===== src/rtl/spmdv_pkg.sv =====
// Shared constants and state encoding for the SpMDV raw-byte load protocol.
// INIT_BYTES is derived from the three init regions so the layout stays in one place.
package spmdv_pkg;

   localparam int unsigned W_BYTES    = 12288;
   localparam int unsigned IDX_BYTES  = 12288;
   localparam int unsigned BIAS_BYTES = 256;
   localparam int unsigned INIT_BYTES = W_BYTES + IDX_BYTES + BIAS_BYTES;
   localparam int unsigned VEC_BYTES  = 4096;
   localparam int unsigned NUM_BATCH  = 4;
   localparam int unsigned ADDR_W     = 16;

   typedef enum logic [2:0] {
      ST_IDLE  = 3'd0,
      ST_START = 3'd1,
      ST_INIT  = 3'd2,
      ST_VWAIT = 3'd3,
      ST_VEC   = 3'd4
   } feed_state_e;

endpackage


===== src/rtl/spmdv_stream_feeder_if.sv =====
// Host/accelerator/source-memory signals of the stream feeder.
// master = the feeder itself, slave = the host side (memory, accelerator, control).
interface spmdv_stream_feeder_if #(
   parameter int unsigned ADDR_W = spmdv_pkg::ADDR_W
) ();

   logic              start;
   logic              start_init;
   logic              ld_w_request;
   logic              raw_data_request;
   logic              mem_ren;
   logic [ADDR_W-1:0] mem_addr;
   logic [7:0]        mem_q;
   logic [7:0]        raw_input;
   logic              w_input_valid;
   logic              raw_data_valid;
   logic              init_done;
   logic              batch_done;
   logic              err;

   modport master (
      input  start, ld_w_request, raw_data_request, mem_q,
      output start_init, mem_ren, mem_addr, raw_input,
             w_input_valid, raw_data_valid, init_done, batch_done, err
   );

   modport slave (
      output start, ld_w_request, raw_data_request, mem_q,
      input  start_init, mem_ren, mem_addr, raw_input,
             w_input_valid, raw_data_valid, init_done, batch_done, err
   );

endinterface


===== src/rtl/spmdv_feed_counter.sv =====
// Loadable byte counter with enable; saturates at LIMIT and flags it with tc.
// Load has priority over enable.
module spmdv_feed_counter #(
   parameter int unsigned WIDTH = 16,
   parameter int unsigned LIMIT = 1
) (
   input  logic             clk,
   input  logic             rst,
   input  logic             load,
   input  logic [WIDTH-1:0] load_val,
   input  logic             en,
   output logic [WIDTH-1:0] count,
   output logic             tc
);

   logic [WIDTH-1:0] count_q, count_d;

   assign count = count_q;
   assign tc    = (count_q == WIDTH'(LIMIT));

   always_comb begin
      count_d = count_q;
      if (load) begin
         count_d = load_val;
      end else if (en && !tc) begin
         count_d = count_q + WIDTH'(1);
      end
   end

   always_ff @(posedge clk or posedge rst) begin
      if (rst) begin
         count_q <= '0;
      end else begin
         count_q <= count_d;
      end
   end

endmodule


===== src/rtl/spmdv_stream_feeder.sv =====
// Host-side transmitter: streams init bytes then vector batches from a sync source memory
// to the SpMDV accelerator, one byte per request cycle with a fixed one-cycle read latency.
module spmdv_stream_feeder #(
   parameter int unsigned INIT_BYTES = spmdv_pkg::INIT_BYTES,
   parameter int unsigned VEC_BYTES  = spmdv_pkg::VEC_BYTES,
   parameter int unsigned NUM_BATCH  = spmdv_pkg::NUM_BATCH,
   parameter int unsigned ADDR_W     = spmdv_pkg::ADDR_W
) (
   input  logic                   clk,
   input  logic                   rst,
   spmdv_stream_feeder_if.master  bus
);

   import spmdv_pkg::*;

   localparam int unsigned BATCH_W = (NUM_BATCH > 1) ? $clog2(NUM_BATCH) : 1;

   feed_state_e        state_q, state_d;
   logic [BATCH_W-1:0] batch_q, batch_d;
   logic               w_valid_q, w_valid_d;
   logic               r_valid_q, r_valid_d;
   logic               init_done_q, init_done_d;
   logic               batch_done_q, batch_done_d;
   logic               err_q, err_d;

   logic [ADDR_W-1:0]  init_cnt, vec_cnt, vec_base;
   logic               init_tc, vec_tc, vec_last;
   logic               init_issue, vec_issue, vec_clr, viol;
   logic               ld, rdr;

   assign ld       = bus.ld_w_request;
   assign rdr      = bus.raw_data_request;
   assign vec_last = (vec_cnt == ADDR_W'(VEC_BYTES - 1));
   assign vec_base = ADDR_W'(INIT_BYTES) + ADDR_W'(batch_q) * ADDR_W'(VEC_BYTES);

   spmdv_feed_counter #(.WIDTH(ADDR_W), .LIMIT(INIT_BYTES)) u_init_cnt (
      .clk      (clk),
      .rst      (rst),
      .load     (1'b0),
      .load_val ('0),
      .en       (init_issue),
      .count    (init_cnt),
      .tc       (init_tc)
   );

   spmdv_feed_counter #(.WIDTH(ADDR_W), .LIMIT(VEC_BYTES)) u_vec_cnt (
      .clk      (clk),
      .rst      (rst),
      .load     (vec_clr),
      .load_val ('0),
      .en       (vec_issue),
      .count    (vec_cnt),
      .tc       (vec_tc)
   );

   always_comb begin
      state_d      = state_q;
      batch_d      = batch_q;
      init_done_d  = init_done_q;
      batch_done_d = 1'b0;
      init_issue   = 1'b0;
      vec_issue    = 1'b0;
      vec_clr      = 1'b0;
      viol         = ld && rdr;

      unique case (state_q)
         ST_IDLE: begin
            viol = viol | ld | rdr;
            if (bus.start) state_d = ST_START;
         end
         ST_START: begin
            viol       = viol | rdr;
            init_issue = ld && !rdr && !init_tc;
            state_d    = ST_INIT;
         end
         ST_INIT: begin
            viol       = viol | rdr;
            init_issue = ld && !rdr && !init_tc;
            if (init_tc) state_d = ST_VWAIT;
         end
         ST_VWAIT: begin
            viol      = viol | ld;
            vec_issue = rdr && !ld;
            if (vec_issue) state_d = ST_VEC;
         end
         ST_VEC: begin
            viol = viol | ld;
            // The final byte of a batch goes out even if the request has already dropped.
            vec_issue = !ld && !vec_tc && (rdr || vec_last);
            if (vec_tc) begin
               vec_clr = 1'b1;
               state_d = ST_VWAIT;
            end
         end
         default: state_d = ST_IDLE;
      endcase

      if (init_issue && (init_cnt == ADDR_W'(INIT_BYTES - 1))) init_done_d = 1'b1;
      if (vec_issue && vec_last) begin
         batch_done_d = 1'b1;
         batch_d      = (batch_q == BATCH_W'(NUM_BATCH - 1)) ? '0 : batch_q + BATCH_W'(1);
      end

      w_valid_d = init_issue;
      r_valid_d = vec_issue;
      err_d     = err_q | viol;
   end

   always_ff @(posedge clk or posedge rst) begin
      if (rst) begin
         state_q      <= ST_IDLE;
         batch_q      <= '0;
         w_valid_q    <= 1'b0;
         r_valid_q    <= 1'b0;
         init_done_q  <= 1'b0;
         batch_done_q <= 1'b0;
         err_q        <= 1'b0;
      end else begin
         state_q      <= state_d;
         batch_q      <= batch_d;
         w_valid_q    <= w_valid_d;
         r_valid_q    <= r_valid_d;
         init_done_q  <= init_done_d;
         batch_done_q <= batch_done_d;
         err_q        <= err_d;
      end
   end

   always_comb begin
      bus.start_init     = (state_q == ST_START);
      bus.mem_ren        = init_issue | vec_issue;
      bus.mem_addr       = '0;
      if (init_issue)     bus.mem_addr = init_cnt;
      else if (vec_issue) bus.mem_addr = vec_base + vec_cnt;
      bus.raw_input      = (w_valid_q | r_valid_q) ? bus.mem_q : '0;
      bus.w_input_valid  = w_valid_q;
      bus.raw_data_valid = r_valid_q;
      bus.init_done      = init_done_q;
      bus.batch_done     = batch_done_q;
      bus.err            = err_q;
   end

endmodule

===== src/flat_wrapper.sv =====
// flat-port wrapper written by rule: the top's interface ports become plain ports
module spmdv_stream_feeder_flat import spmdv_pkg::*;
#(
   parameter int unsigned INIT_BYTES = spmdv_pkg::INIT_BYTES,
   parameter int unsigned VEC_BYTES  = spmdv_pkg::VEC_BYTES,
   parameter int unsigned NUM_BATCH  = spmdv_pkg::NUM_BATCH,
   parameter int unsigned ADDR_W     = spmdv_pkg::ADDR_W
)
  (clk, rst, bus_start, bus_ld_w_request, bus_raw_data_request, bus_mem_q, bus_start_init, bus_mem_ren, bus_mem_addr, bus_raw_input, bus_w_input_valid, bus_raw_data_valid, bus_init_done, bus_batch_done, bus_err);
  spmdv_stream_feeder_if #(.ADDR_W(ADDR_W)) bus_i ();
  input  logic clk;
  input  logic rst;
  input wire logic [$bits(bus_i.start)-1:0] bus_start;
  input wire logic [$bits(bus_i.ld_w_request)-1:0] bus_ld_w_request;
  input wire logic [$bits(bus_i.raw_data_request)-1:0] bus_raw_data_request;
  input wire logic [$bits(bus_i.mem_q)-1:0] bus_mem_q;
  output wire logic [$bits(bus_i.start_init)-1:0] bus_start_init;
  output wire logic [$bits(bus_i.mem_ren)-1:0] bus_mem_ren;
  output wire logic [$bits(bus_i.mem_addr)-1:0] bus_mem_addr;
  output wire logic [$bits(bus_i.raw_input)-1:0] bus_raw_input;
  output wire logic [$bits(bus_i.w_input_valid)-1:0] bus_w_input_valid;
  output wire logic [$bits(bus_i.raw_data_valid)-1:0] bus_raw_data_valid;
  output wire logic [$bits(bus_i.init_done)-1:0] bus_init_done;
  output wire logic [$bits(bus_i.batch_done)-1:0] bus_batch_done;
  output wire logic [$bits(bus_i.err)-1:0] bus_err;
  assign bus_i.start = bus_start;
  assign bus_i.ld_w_request = bus_ld_w_request;
  assign bus_i.raw_data_request = bus_raw_data_request;
  assign bus_i.mem_q = bus_mem_q;
  assign bus_start_init = bus_i.start_init;
  assign bus_mem_ren = bus_i.mem_ren;
  assign bus_mem_addr = bus_i.mem_addr;
  assign bus_raw_input = bus_i.raw_input;
  assign bus_w_input_valid = bus_i.w_input_valid;
  assign bus_raw_data_valid = bus_i.raw_data_valid;
  assign bus_init_done = bus_i.init_done;
  assign bus_batch_done = bus_i.batch_done;
  assign bus_err = bus_i.err;
  spmdv_stream_feeder #(.INIT_BYTES(INIT_BYTES), .VEC_BYTES(VEC_BYTES), .NUM_BATCH(NUM_BATCH), .ADDR_W(ADDR_W)) u_core (.clk(clk), .rst(rst), .bus(bus_i));
endmodule

===== config.mk =====
export PLATFORM = sky130hd
export DESIGN_NAME = spmdv_stream_feeder_flat
export DESIGN_NICKNAME = d
export VERILOG_FILES = /design/src/rtl/spmdv_pkg.sv /design/src/rtl/spmdv_stream_feeder_if.sv /design/src/rtl/spmdv_feed_counter.sv /design/src/rtl/spmdv_stream_feeder.sv /design/src/flat_wrapper.sv
export SDC_FILE = /design/constraint.sdc
export NUM_CORES = 1
export LEC_CHECK = 0
export CORE_ASPECT_RATIO = 1.4
export CORE_MARGIN = 2
export CORE_UTILIZATION = 50
export DETAILED_ROUTE_END_ITERATION = 12
export PLACE_DENSITY = 0.71
export SLEW_MARGIN = 20
export SYNTH_ARGS = -nofsm -noshare
export SYNTH_HDL_FRONTEND = slang
export SYNTH_SLANG_ARGS = --single-unit
export TNS_END_PERCENT = 50

===== constraint.sdc =====
create_clock -name clk -period 3 [get_ports clk]
set_clock_uncertainty 0.2 [all_clocks]
set_input_delay 0.3 -clock clk [delete_from_list [all_inputs] [get_ports clk]]
set_output_delay 0.3 -clock clk [all_outputs]
set_load 0.03 [all_outputs]

# Word-level counts from Yosys, hierarchy flattened
# Cells that the tools add are included.
# op_classes
n_addsub,5
mul,0
div,0
order_cmp,0
n_eq_ne,13
shifts,0
mux,17
n_bitwise,6
n_reduce_logical,20
# ops
cell,count
16-bit two-way mux,4
"16-bit by 1-bit adder with 16-bit output, second input constant",2
"16-bit by 15-bit == test with 1-bit output, second input constant",2
"15-bit by 14-bit adder with 16-bit output, first input constant",1
16-bit adder,1
"16-bit by 12-bit == test with 1-bit output, second input constant",1
"16-bit by 13-bit == test with 1-bit output, second input constant",1
3-bit one-hot mux with 5 select lines,1
3-bit two-way mux,4
1-bit logical AND,10
8-bit two-way mux,1
"3-bit by 2-bit == test with 1-bit output, second input constant",2
"2-bit by 1-bit != test with 1-bit output, second input constant",3
1-bit OR,6
1-bit zero test,4
1-bit two-way mux,4
4-bit AND reduction,1
2-bit OR reduction,2
"3-bit by 1-bit == test with 1-bit output, second input constant",1
"3-bit == test, second input constant",1
3-bit zero test,1
1-bit one-hot mux with 3 select lines,1
"2-bit by 1-bit adder with 2-bit output, second input constant",1
"2-bit == test, second input constant",1
other kinds (5),5
# word_totals
register_bits,42
latchBits,0
ram_bits,0
mem_bits_ro,0
input_bits,13
out_inout_bits,31
elab_cells,70
memories,0

# Longest topological paths before layout
# Gate-level depths: netlist of the first run.
# logic_depth
depth_word,8
mapped_depth,8
depth_no_buf,8

# Hierarchy
# Synthesis of the first run repeated with hierarchy kept, for this count alone.
# unflattened
hier_cells,331
area_unflattened_um2,3041.7
# modules_own_cells
mod,instances,cells_per_inst,area_each_um2,seq_area_each_um2
spmdv_stream_feeder,1,115,1037.2,250.2
spmdv_feed_counter (u_core.u_vec_cnt),1,109,1021.0,400.4
spmdv_feed_counter (u_core.u_init_cnt),1,107,983.4,400.4

# Least setup slack after synthesis of the first run
# Ideal clock, no wire load.
# synth_path
path_type,reg2out
startpoint,reg u_core.u_vec_cnt.count_q[8] (netlist: u_core.u_vec_cnt.count[8])
endpoint,out bus_mem_addr[11]
t_arrival_ps,2061
t_required_ps,2500
setup_slack_ps,439
stages_incl_launch_ff,9
path_buffers,2
cell_sequence,dfrtp_1 -> ha_1 -> and3_1 -> buf_2 -> and4_1 -> nor2_1 -> or2_4 -> buf_6 -> o21ai_1
# synth_between
elab_chain_cells,7
word_cells_on_any_way,10
classes_between,add/sub: 1; eq/ne: 2; mux: 3; reduce/logical: 4
# synth_lines
element,line,text
start: declaration,spmdv_feed_counter.sv:16,"logic [WIDTH-1:0] count_q, count_d;"
start signal: assignment,spmdv_feed_counter.sv:34,count_q <= count_d;
branches (longest 5 deep; another with 16-bit adder),n/a,
16-bit two-way mux *,spmdv_stream_feeder.sv:134,else if (vec_issue) bus.mem_addr = vec_base + vec_cnt;
16-bit two-way mux *,spmdv_stream_feeder.sv:133,if (init_issue) bus.mem_addr = init_cnt;
end: declaration,flat_wrapper.sv:19,output wire logic [$bits(bus_i.mem_addr)-1:0] bus_mem_addr;
# Every way passes the cells marked *.

# Worst setup path after layout of the first run
# layout_path
startpoint,reg u_core.u_vec_cnt.count_q[14] (netlist: u_core.u_vec_cnt.count[14])
endpoint,out bus_mem_addr[9]
# layout_between
elab_chain_cells,7
word_cells_on_any_way,9
classes_between,eq/ne: 2; mux: 3; reduce/logical: 4
# layout_lines
element,line,text
16-bit by 13-bit == test with 1-bit output,spmdv_feed_counter.sv:19,assign tc = (count_q == WIDTH'(LIMIT));
1-bit zero test,spmdv_stream_feeder.sv:89,vec_issue = !ld && !vec_tc && (rdr || vec_last);
1-bit logical AND,spmdv_stream_feeder.sv:89,
1-bit logical AND *,spmdv_stream_feeder.sv:89,
1-bit one-hot mux with 2 select lines *,spmdv_stream_feeder.sv:66,unique case (state_q)
named net u_core.r_valid_d,spmdv_stream_feeder.sv:21,"logic r_valid_q, r_valid_d;"
16-bit two-way mux *,spmdv_stream_feeder.sv:134,
16-bit two-way mux *,spmdv_stream_feeder.sv:133,
# The timed path passes the listed nets; every way through them passes the cells marked *.

==> results.json, run 1 <==
{
  "outcome": "finished, final reports clean",
  "ys_ff_latch": 42,
  "ctsRootBufferMaster": "clkbuf_8",
  "hpwl_um": 5000,
  "die_w_um": 66.5,
  "cts_sinks": 42,
  "die_area_um2": 6080,
  "synth-seq-area-share_pct": 38.5,
  "synth_fp_nets": 320,
  "grt_usage_pct": 24.4,
  "critPathMaxFanout": 11,
  "via_per_inst": 5.82,
  "grt_first_pass_wirelength_um": 11400,
  "reg2reg_slack_ps": 560,
  "synth_warnings": 0,
  "core_area_um2": 5240,
  "finalSetupViolations": 0,
  "async_reset_ff_share_pct": 100,
  "leakage_nw": 1.46,
  "synth_top_family_by_area": "simple AND/OR/NAND/NOR gates",
  "num_rows": 31,
  "synthMuxAreaShare_pct": 1.24,
  "r2r-start": "u_core.u_vec_cnt.count[9]$_DFFE_PP0P_",
  "crit_type": "register to primary output",
  "grt_max_degree": 43,
  "cts_buffers": 5,
  "slowest_delay_ps": 410,
  "p_per_area_nw_per_um2": 572,
  "vias": 2375,
  "netlist_area_um2": 2730,
  "syn_avg_cell_area_um2": 9.29,
  "ios": 44,
  "ir_drop_mv": 0.424,
  "area_growth_pct": 21.3,
  "yosys.area_share.adder_pct": 5.96,
  "crit_path_start_kind": "register",
  "slew_headroom_pct": 64.5,
  "diodes": 0,
  "place.port_buffers": 43,
  "synth-compound-area-share_pct": 14.4,
  "cp.required_ps": 2500,
  "layout-drive-gt1-share_pct": 17.0,
  "cap_violations": 0,
  "insertion_delay_ps": 300,
  "arrival_ps": 2380,
  "ys_types": 53,
  "routabilityCongestion": 0.905,
  "synthFlopType": "dfrtp_1",
  "cts.htree.levels": 2,
  "antenna_found_initial": 0,
  "critPathCapture": "bus_mem_addr[9]",
  "cts_hold_buf": 0,
  "slew_viol_final": 0,
  "worstPathCellList": "inv_1 -> ha_1 -> nor3b_2 -> and4_2 -> nor2_4 -> or2_4 -> inv_2 -> a22o_1 -> buf_4",
  "drt-initial-drc-count": 107,
  "reg2regPathDepth": 7,
  "clkSlewWorstSetupHoldPaths_ps": 80,
  "initial_core_util_pct": 52.2,
  "die_height_um": 91.5,
  "tightestPinTransition_ps": 533,
  "r2r_end": "u_core.u_vec_cnt.count[13]$_DFFE_PP0P_",
  "nets": 367,
  "drt_wl_total_um": 6690,
  "synth_edf_count": 0,
  "wl_per_cell_um": 16.4,
  "synthXorXnorAreaFrac_pct": 8.34,
  "dpl.cell_count": 400,
  "drtPass1Iterations": 4,
  "critPathLaunch": "u_core.u_vec_cnt.count[14]$_DFFE_PP0P_",
  "timing.hold.ws_ps": 237,
  "fin_crit_sh_pct": 95.9,
  "cts_tree": "yes",
  "endpoint_kind": "primary output",
  "cp.depth": 9,
  "critPathSlowestCell": "dfrtp_1",
  "post-cts-setup-buffer-count": 0,
  "post_cts_resized": 1,
  "fmax_mhz": 348,
  "cp_top_family": "simple AND/OR/NAND/NOR gates",
  "crit_buf_inv": 3,
  "ant_nets": 0,
  "hold_class": "primary input to async pin",
  "drc": 0,
  "synth-simple-area-share_pct": 26.0,
  "finalHoldViolations": 0,
  "final_cells": 408,
  "clockBufferDepth": 2,
  "grt_overflow": 0,
  "grt_pass1_vias": 2362,
  "period_minus_slack_ps": 2880,
  "syn_inst": 294
}
[cells by family after synthesis]
family                   count (synthesis)
flip-flops                              42
XOR/XNOR                                26
buffers and inverters                   32
AO/OA/AOI/OAI                           53
adder cells (fa/ha/maj)                 13
multiplexers                             3
AND/OR/NAND/NOR                        125
[worst min-delay path by stage]
stage / start / cells after the start / endpoint / slack, ps
3_3_place_gp: u_core.bus.init_done$_DFFE_PP0P_ / 1 / u_core.bus.init_done$_DFFE_PP0P_ / 260
2_1_floorplan: bus_ld_w_request / 2 / u_core.bus.err$_DFF_PP0_ / 240
6_report: rst / 3 / u_core.u_init_cnt.count[4]$_DFFE_PP0P_ / 240
5_1_grt: rst / 3 / u_core.u_init_cnt.count[4]$_DFFE_PP0P_ / 300
3_5_place_dp: u_core.bus.init_done$_DFFE_PP0P_ / 1 / u_core.bus.init_done$_DFFE_PP0P_ / 260
4_1_cts: rst / 3 / u_core.u_init_cnt.count[4]$_DFFE_PP0P_ / 270
[cell usage in the layout (no fill, tap or decap), types with 11 or more instances in the layout]
master | netlist | layout
nor2_1 | 15 | 14
dfrtp_1 | 42 | 40
nor3_1 | 11 | 11
clkdlybuf4s50_1 | 0 | 26
nand3_1 | 18 | 18
nand2_1 | 26 | 26
ha_1 | 13 | 12
inv_1 | 18 | 18
and3_1 | 11 | 11
xnor2_1 | 17 | 17
buf_4 | 1 | 27
[Yosys cell counts, drive strengths merged, types with 3 or more instances]
master | instances | area (µm²)
nor4b | 3 | 32.5
o31ai | 5 | 42.5
a21oi | 8 | 47.6
clkbuf | 5 | 18.8
nor3 | 11 | 55.1
nor3b | 3 | 22.5
or4 | 3 | 22.5
ha | 13 | 163
a22o | 8 | 70.1
and3 | 11 | 68.8
and4 | 5 | 43.8
nand2 | 26 | 97.6
nand4 | 8 | 56.3
o21ai | 16 | 80.1
nand3 | 18 | 90.1
mux2 | 3 | 33.8
xor2 | 9 | 78.8
dfrtp | 42 | 1050
nor2b | 8 | 50.1
nor4 | 3 | 25.0
inv | 19 | 71.3
xnor2 | 17 | 149
nor2 | 16 | 62.6
buf | 8 | 61.3
[stage by stage]
stage	setup TNS [ps]	setup slack [ps]	power, mW	util [%]	instance area [µm²]
after global routing	-10.8	-5.48	2.02	63.3	3310
after detailed placement	0	288	1.51	61.1	3200
after CTS	0	18.0	1.90	62.8	3290
after global placement	0	327	1.51	61.1	3200
final	0	124	1.90	63.3	3310
after floorplan	0	439	1.29	-	2730
[worst reg2reg max path, cell delays in order (launching register included)]
cell and delay [ps]:
dfrtp_1 440, ha_1 230, and3_1 210, buf_4 150
nand4_1 230, o22ai_4 340, a21oi_2 150, a221o_1 370
[layer usage]
metal	vias to the layer above	global-route usage, %	share of wire, %
li1	1148	-	-
met3	12	4.46	3.4
met2	51	41.8	52
met1	1164	30.3	43
met4	0	7.99	1.8
met5	-	0	0
[sequential cells by signal, indices dropped and copies added, names as in the netlist]
register	count
u_core.u_init_cnt.count	16
u_core.state_q	3
u_core.bus.w_input_valid	1
u_core.bus.raw_data_valid	1
u_core.bus.init_done	1
u_core.u_vec_cnt.count	16
u_core.bus.batch_done	1
u_core.batch_q	2
u_core.bus.err	1
[final cells by class]
class                   instances  area [µm²]
repair buffers                 53         463
clock inverters                 1        5.00
flip-flops and latches         42        1050
inverters                      19        71.3
fillers                       480        1920
multi-input cells             220        1550
well taps                      66        82.6
clock buffers                   7        86.3
[power by group]
group	internal [mW]	switching (mW)	leakage (nW)	total, mW
Combinational	0.301	0.399	0.866	0.700
Sequential	0.658	0.152	0.546	0.810
Clock	0.186	0.199	0.0482	0.385
Total	1.15	0.750	1.46	1.90
Note: power is estimated with default switching activity, not from simulation.
==> run 2, diff against run 1 <==
==> constraint.sdc (replaced) <==
create_clock -name clk -period 3.15 [get_ports clk]
set_clock_uncertainty 0.2 [all_clocks]
set_input_delay 0.315 -clock clk [delete_from_list [all_inputs] [get_ports clk]]
set_output_delay 0.315 -clock clk [all_outputs]
set_load 0.03 [all_outputs]
==> results.json, run 2 (synthesis gave the netlist of run 1 again) <==
{
  "ctsRootBufferMaster": "clkbuf_8",
  "dpl.cell_count": 395,
  "cp.required_ps": 2630,
  "mostFrequentLayoutCell": "dfrtp_1",
  "busiest_layer": "met2",
  "area.sequential_um2": 1050,
  "final_area_um2": 3240,
  "place_area_um2": 3160,
  "preCtsSetupSlack_ps": 319,
  "fmax_mhz": 329,
  "finalSetupViolations": 0,
  "post-cts-setup-buffer-count": 0,
  "die_height_um": 91.5,
  "crit_path_start_kind": "register",
  "hold_class": "primary input to async pin",
  "slew_headroom_pct": 63.7,
  "crit_type": "register to primary output",
  "period_minus_slack_ps": 3040,
  "drc": 0,
  "cts.htree.levels": 2,
  "setup_ws_ps": 109,
  "wl_per_cell_um": 16.5,
  "grt_pass1_vias": 2255,
  "drt-initial-drc-count": 113,
  "arrival_ps": 2530,
  "cts_hold_buf": 0,
  "insertion_delay_ps": 300,
  "clkSlewWorstSetupHoldPaths_ps": 80,
  "reg2reg_slack_ps": 590,
  "multi_input_area_um2": 1540,
  "p_per_area_nw_per_um2": 544,
  "nets": 362,
  "via_per_inst": 5.83,
  "initial_core_util_pct": 52.2,
  "hpwl_um": 5030,
  "tightestPinTransition_ps": 544,
  "cts_buffers": 5,
  "endpoint_kind": "primary output",
  "critPathLaunch": "u_core.u_vec_cnt.count[8]$_DFFE_PP0P_",
  "drt_wl_total_um": 6650,
  "grt_use_met3_pct": 4.83,
  "use_met1_pct": 29.0,
  "grt_max_degree": 43,
  "grt_usage_pct": 23.8,
  "final_cells": 402,
  "drtPass1Iterations": 4,
  "die_w_um": 66.5,
  "layout-drive-gt1-share_pct": 13.7,
  "nFillCells": 464,
  "vias": 2344,
  "antenna_found_initial": 0,
  "fin_util_pct": 61.9,
  "outcome": "finished, final reports clean",
  "power.total_mw": 1.76,
  "critPathMaxFanout": 11,
  "clockBufferDepth": 2,
  "die_area_um2": 6080,
  "ant_nets": 0,
  "ir_drop_mv": 0.341,
  "timing.hold.ws_ps": 263,
  "cts_tree": "yes",
  "area_growth_pct": 18.7,
  "layout_common_cells": "dfrtp_1 (42), nand2_1 (26), clkdlybuf4s50_1 (26)",
  "cap_violations": 0,
  "place.port_buffers": 43,
  "finalHoldViolations": 0,
  "post_cts_resized": 0,
  "grt_util_met2_pct": 40.7,
  "leakage_nw": 1.43,
  "cts_sinks": 42,
  "r2r-start": "u_core.u_vec_cnt.count[8]$_DFFE_PP0P_",
  "tns_ps": 0,
  "routabilityCongestion": 0.924,
  "num_rows": 31,
  "rsz0062_at_grt": "no",
  "grt_first_pass_wirelength_um": 11100,
  "grt_overflow": 0,
  "diodes": 0,
  "ios": 44,
  "slew_viol_final": 0,
  "fin_crit_sh_pct": 96.5,
  "core_area_um2": 5240
}
run 2: area by class of cell:
type	instances	area share (%)
Clock buffer	7	2.35
Multi-Input combinational cell	220	47.4
Sequential cell	42	32.4
Tap cell	66	2.55
Timing Repair Buffer	48	13.1
Inverter	19	2.20
run 2: where the power goes:
| group | switching (mW) | internal, mW |
|---|---|---|
| clock network | 0.177 | 0.153 |
| registers | 0.152 | 0.627 |
| logic | 0.379 | 0.278 |
run 2: path summary, 6_finish.rpt:
check | end | cells past startpoint
worst max register to register | u_core.u_vec_cnt.count[13]$_DFFE_PP0P_ | 7
worst max-delay path | bus_mem_addr[9] | 8
max in group asynchronous | u_core.u_vec_cnt.count[0]$_DFFE_PP0P_ | 3
worst min-delay path | u_core.u_vec_cnt.count[6]$_DFFE_PP0P_ | 3
min in group clk | u_core.bus.init_done$_DFFE_PP0P_ | 1
worst min register to register | u_core.bus.init_done$_DFFE_PP0P_ | 1
run 2: worst max-delay path: stages (launching register included):
cell and delay, ps:
dfrtp_1 480, ha_1 290, and3_1 220, and4_1 220
nor2_2 210, or2_4 260, inv_2 120, a22o_1 260
buf_4 170
run 2: routing by layer:
layer  share of wire (%)  up-vias
li1                    -     1141
met1                  41     1144
met2                  53       44
met3                 3.5       15
met4                 2.7        0
met5                   0        -
==> run 3, diff against run 2 <==
--- a/config.mk
+++ b/config.mk
@@ -10,6 +10,7 @@
 export CORE_UTILIZATION = 50
 export DETAILED_ROUTE_END_ITERATION = 12
 export PLACE_DENSITY = 0.71
+export RECOVER_POWER = 50
 export SLEW_MARGIN = 20
 export SYNTH_ARGS = -nofsm -noshare
 export SYNTH_HDL_FRONTEND = slang
==> results.json, run 3 (synthesis gave the netlist of run 1 again) <==
{
  "area_growth_pct": 18.3,
  "r2r-start": "u_core.state_q[1]$_DFFE_PP0P_",
  "grt_first_pass_wirelength_um": 11100,
  "crit_path_start_kind": "register",
  "critPathLaunch": "u_core.u_vec_cnt.count[8]$_DFFE_PP0P_",
  "cts_tree": "yes",
  "ir_drop_mv": 0.344,
  "num_rows": 31,
  "ios": 44,
  "clkSlewWorstSetupHoldPaths_ps": 80,
  "crit_type": "register to primary output",
  "drtPass1Iterations": 4,
  "preCtsSetupSlack_ps": 319,
  "layout_common_cells": "dfrtp_1 (42), nand2_1 (26), buf_4 (20)",
  "p_per_area_nw_per_um2": 544,
  "critPathCapture": "bus_mem_addr[9]",
  "grt_max_degree": 43,
  "ctsRootBufferMaster": "clkbuf_8",
  "nets": 362,
  "antenna_found_initial": 0,
  "fin_crit_sh_pct": 96.3,
  "grt_pass1_vias": 2255,
  "fmax_mhz": 330,
  "drc": 0,
  "setup_ws_ps": 116,
  "slew_headroom_pct": 28.7,
  "via_per_inst": 5.85,
  "hpwl_um": 5030,
  "cp.required_ps": 2630,
  "arrival_ps": 2520,
  "slew_viol_final": 0,
  "hold_class": "register to register",
  "period_minus_slack_ps": 3030,
  "r2r_end": "u_core.u_init_cnt.count[11]$_DFFE_PP0P_",
  "finalHoldViolations": 0,
  "insertion_delay_ps": 300,
  "post-cts-setup-buffer-count": 0,
  "tns_ps": 0,
  "place.port_buffers": 43,
  "ant_nets": 0,
  "die_height_um": 91.5,
  "clockBufferDepth": 2,
  "die_w_um": 66.5,
  "layout-drive-gt1-share_pct": 13.1,
  "slowest_delay_ps": 480,
  "initial_core_util_pct": 52.2,
  "tightestPinTransition_ps": 1070,
  "grt_overflow": 0,
  "cts.htree.levels": 2,
  "drt_wl_total_um": 6710,
  "final_area_um2": 3230,
  "grt_usage_pct": 23.8,
  "leakage_nw": 1.43,
  "cts_sinks": 42,
  "endpoint_kind": "primary output",
  "timing.hold.ws_ps": 267,
  "reg2reg_slack_ps": 390,
  "outcome": "finished, final reports clean",
  "cts_buffers": 5,
  "reg2regPathDepth": 6,
  "diodes": 0,
  "rsz0062_at_grt": "no",
  "cap_violations": 0,
  "drt-initial-drc-count": 108,
  "place_area_um2": 3160,
  "worstPathCellList": "ha_1 -> and3_1 -> and4_1 -> nor2_2 -> or2_4 -> inv_2 -> a22o_1 -> buf_4",
  "wl_per_cell_um": 16.7,
  "core_area_um2": 5240,
  "mostFrequentLayoutCell": "dfrtp_1",
  "die_area_um2": 6080,
  "critPathSlowestCell": "dfrtp_1",
  "routabilityCongestion": 0.924,
  "critPathMaxFanout": 11,
  "vias": 2352,
  "finalSetupViolations": 0
}
run 3: layout make-up:
type | instances | area, µm²
clock buffer | 7 | 76.3
fill | 468 | 2010
inverter | 19 | 71.3
multi-input combinational | 220 | 1530
sequential | 42 | 1050
tap | 66 | 82.6
timing repair buffer | 48 | 419
run 3: how the worst min path moves through the flow:
| stage | startpoint | endpoint | slack [ps] | cells past startpoint |
|---|---|---|---|---|
| 5_1_grt | u_core.bus.init_done$_DFFE_PP0P_ | u_core.bus.init_done$_DFFE_PP0P_ | 320 | 1 |
| 3_5_place_dp | u_core.bus.init_done$_DFFE_PP0P_ | u_core.bus.init_done$_DFFE_PP0P_ | 260 | 1 |
| 3_3_place_gp | u_core.bus.init_done$_DFFE_PP0P_ | u_core.bus.init_done$_DFFE_PP0P_ | 270 | 1 |
| 2_1_floorplan | bus_ld_w_request | u_core.bus.err$_DFF_PP0_ | 250 | 2 |
| 4_1_cts | rst | u_core.u_vec_cnt.count[14]$_DFFE_PP0P_ | 280 | 3 |
| 6_report | u_core.bus.init_done$_DFFE_PP0P_ | u_core.bus.init_done$_DFFE_PP0P_ | 270 | 1 |
run 3: layer usage:
metal / GRT usage, % / vias up / wire length [µm]
met5: 0 / - / 0
met4: 8.50 / 0 / 166
met3: 4.83 / 13 / 269
met2: 40.7 / 54 / 3540
met1: 29.0 / 1146 / 2730
li1: - / 1139 / -
run 3: worst max-delay path, delay by kind of cell (launching register included):
kind                       cells  cell delay, ps
and+or+nand+nor                4             910
adders and majority gates      1             280
AOI/OAI and AO/OA              1             260
buffers and inverters          2             290
DFF                            1             480
run 3: repair_timing:
action                     CTS  global route
setup endpoints to repair    0             8
gates resized for setup      0             2
hold buffers                 0             0
run 3: power by group:
group / internal [mW] / leakage (nW) / total [mW] / switching [mW]
Sequential: 0.627 / 0.549 / 0.778 / 0.151
Combinational: 0.272 / 0.845 / 0.651 / 0.379
Clock: 0.153 / 0.0383 / 0.330 / 0.177
run 3: metrics by stage:
stage,util (%),std cells,power (mW)
after floorplan,-,294,1.23
after global placement,60.3,395,1.43
after detailed placement,60.3,395,1.44
after CTS,61.8,402,1.77
after global routing,61.7,402,1.86
final,61.7,402,1.76
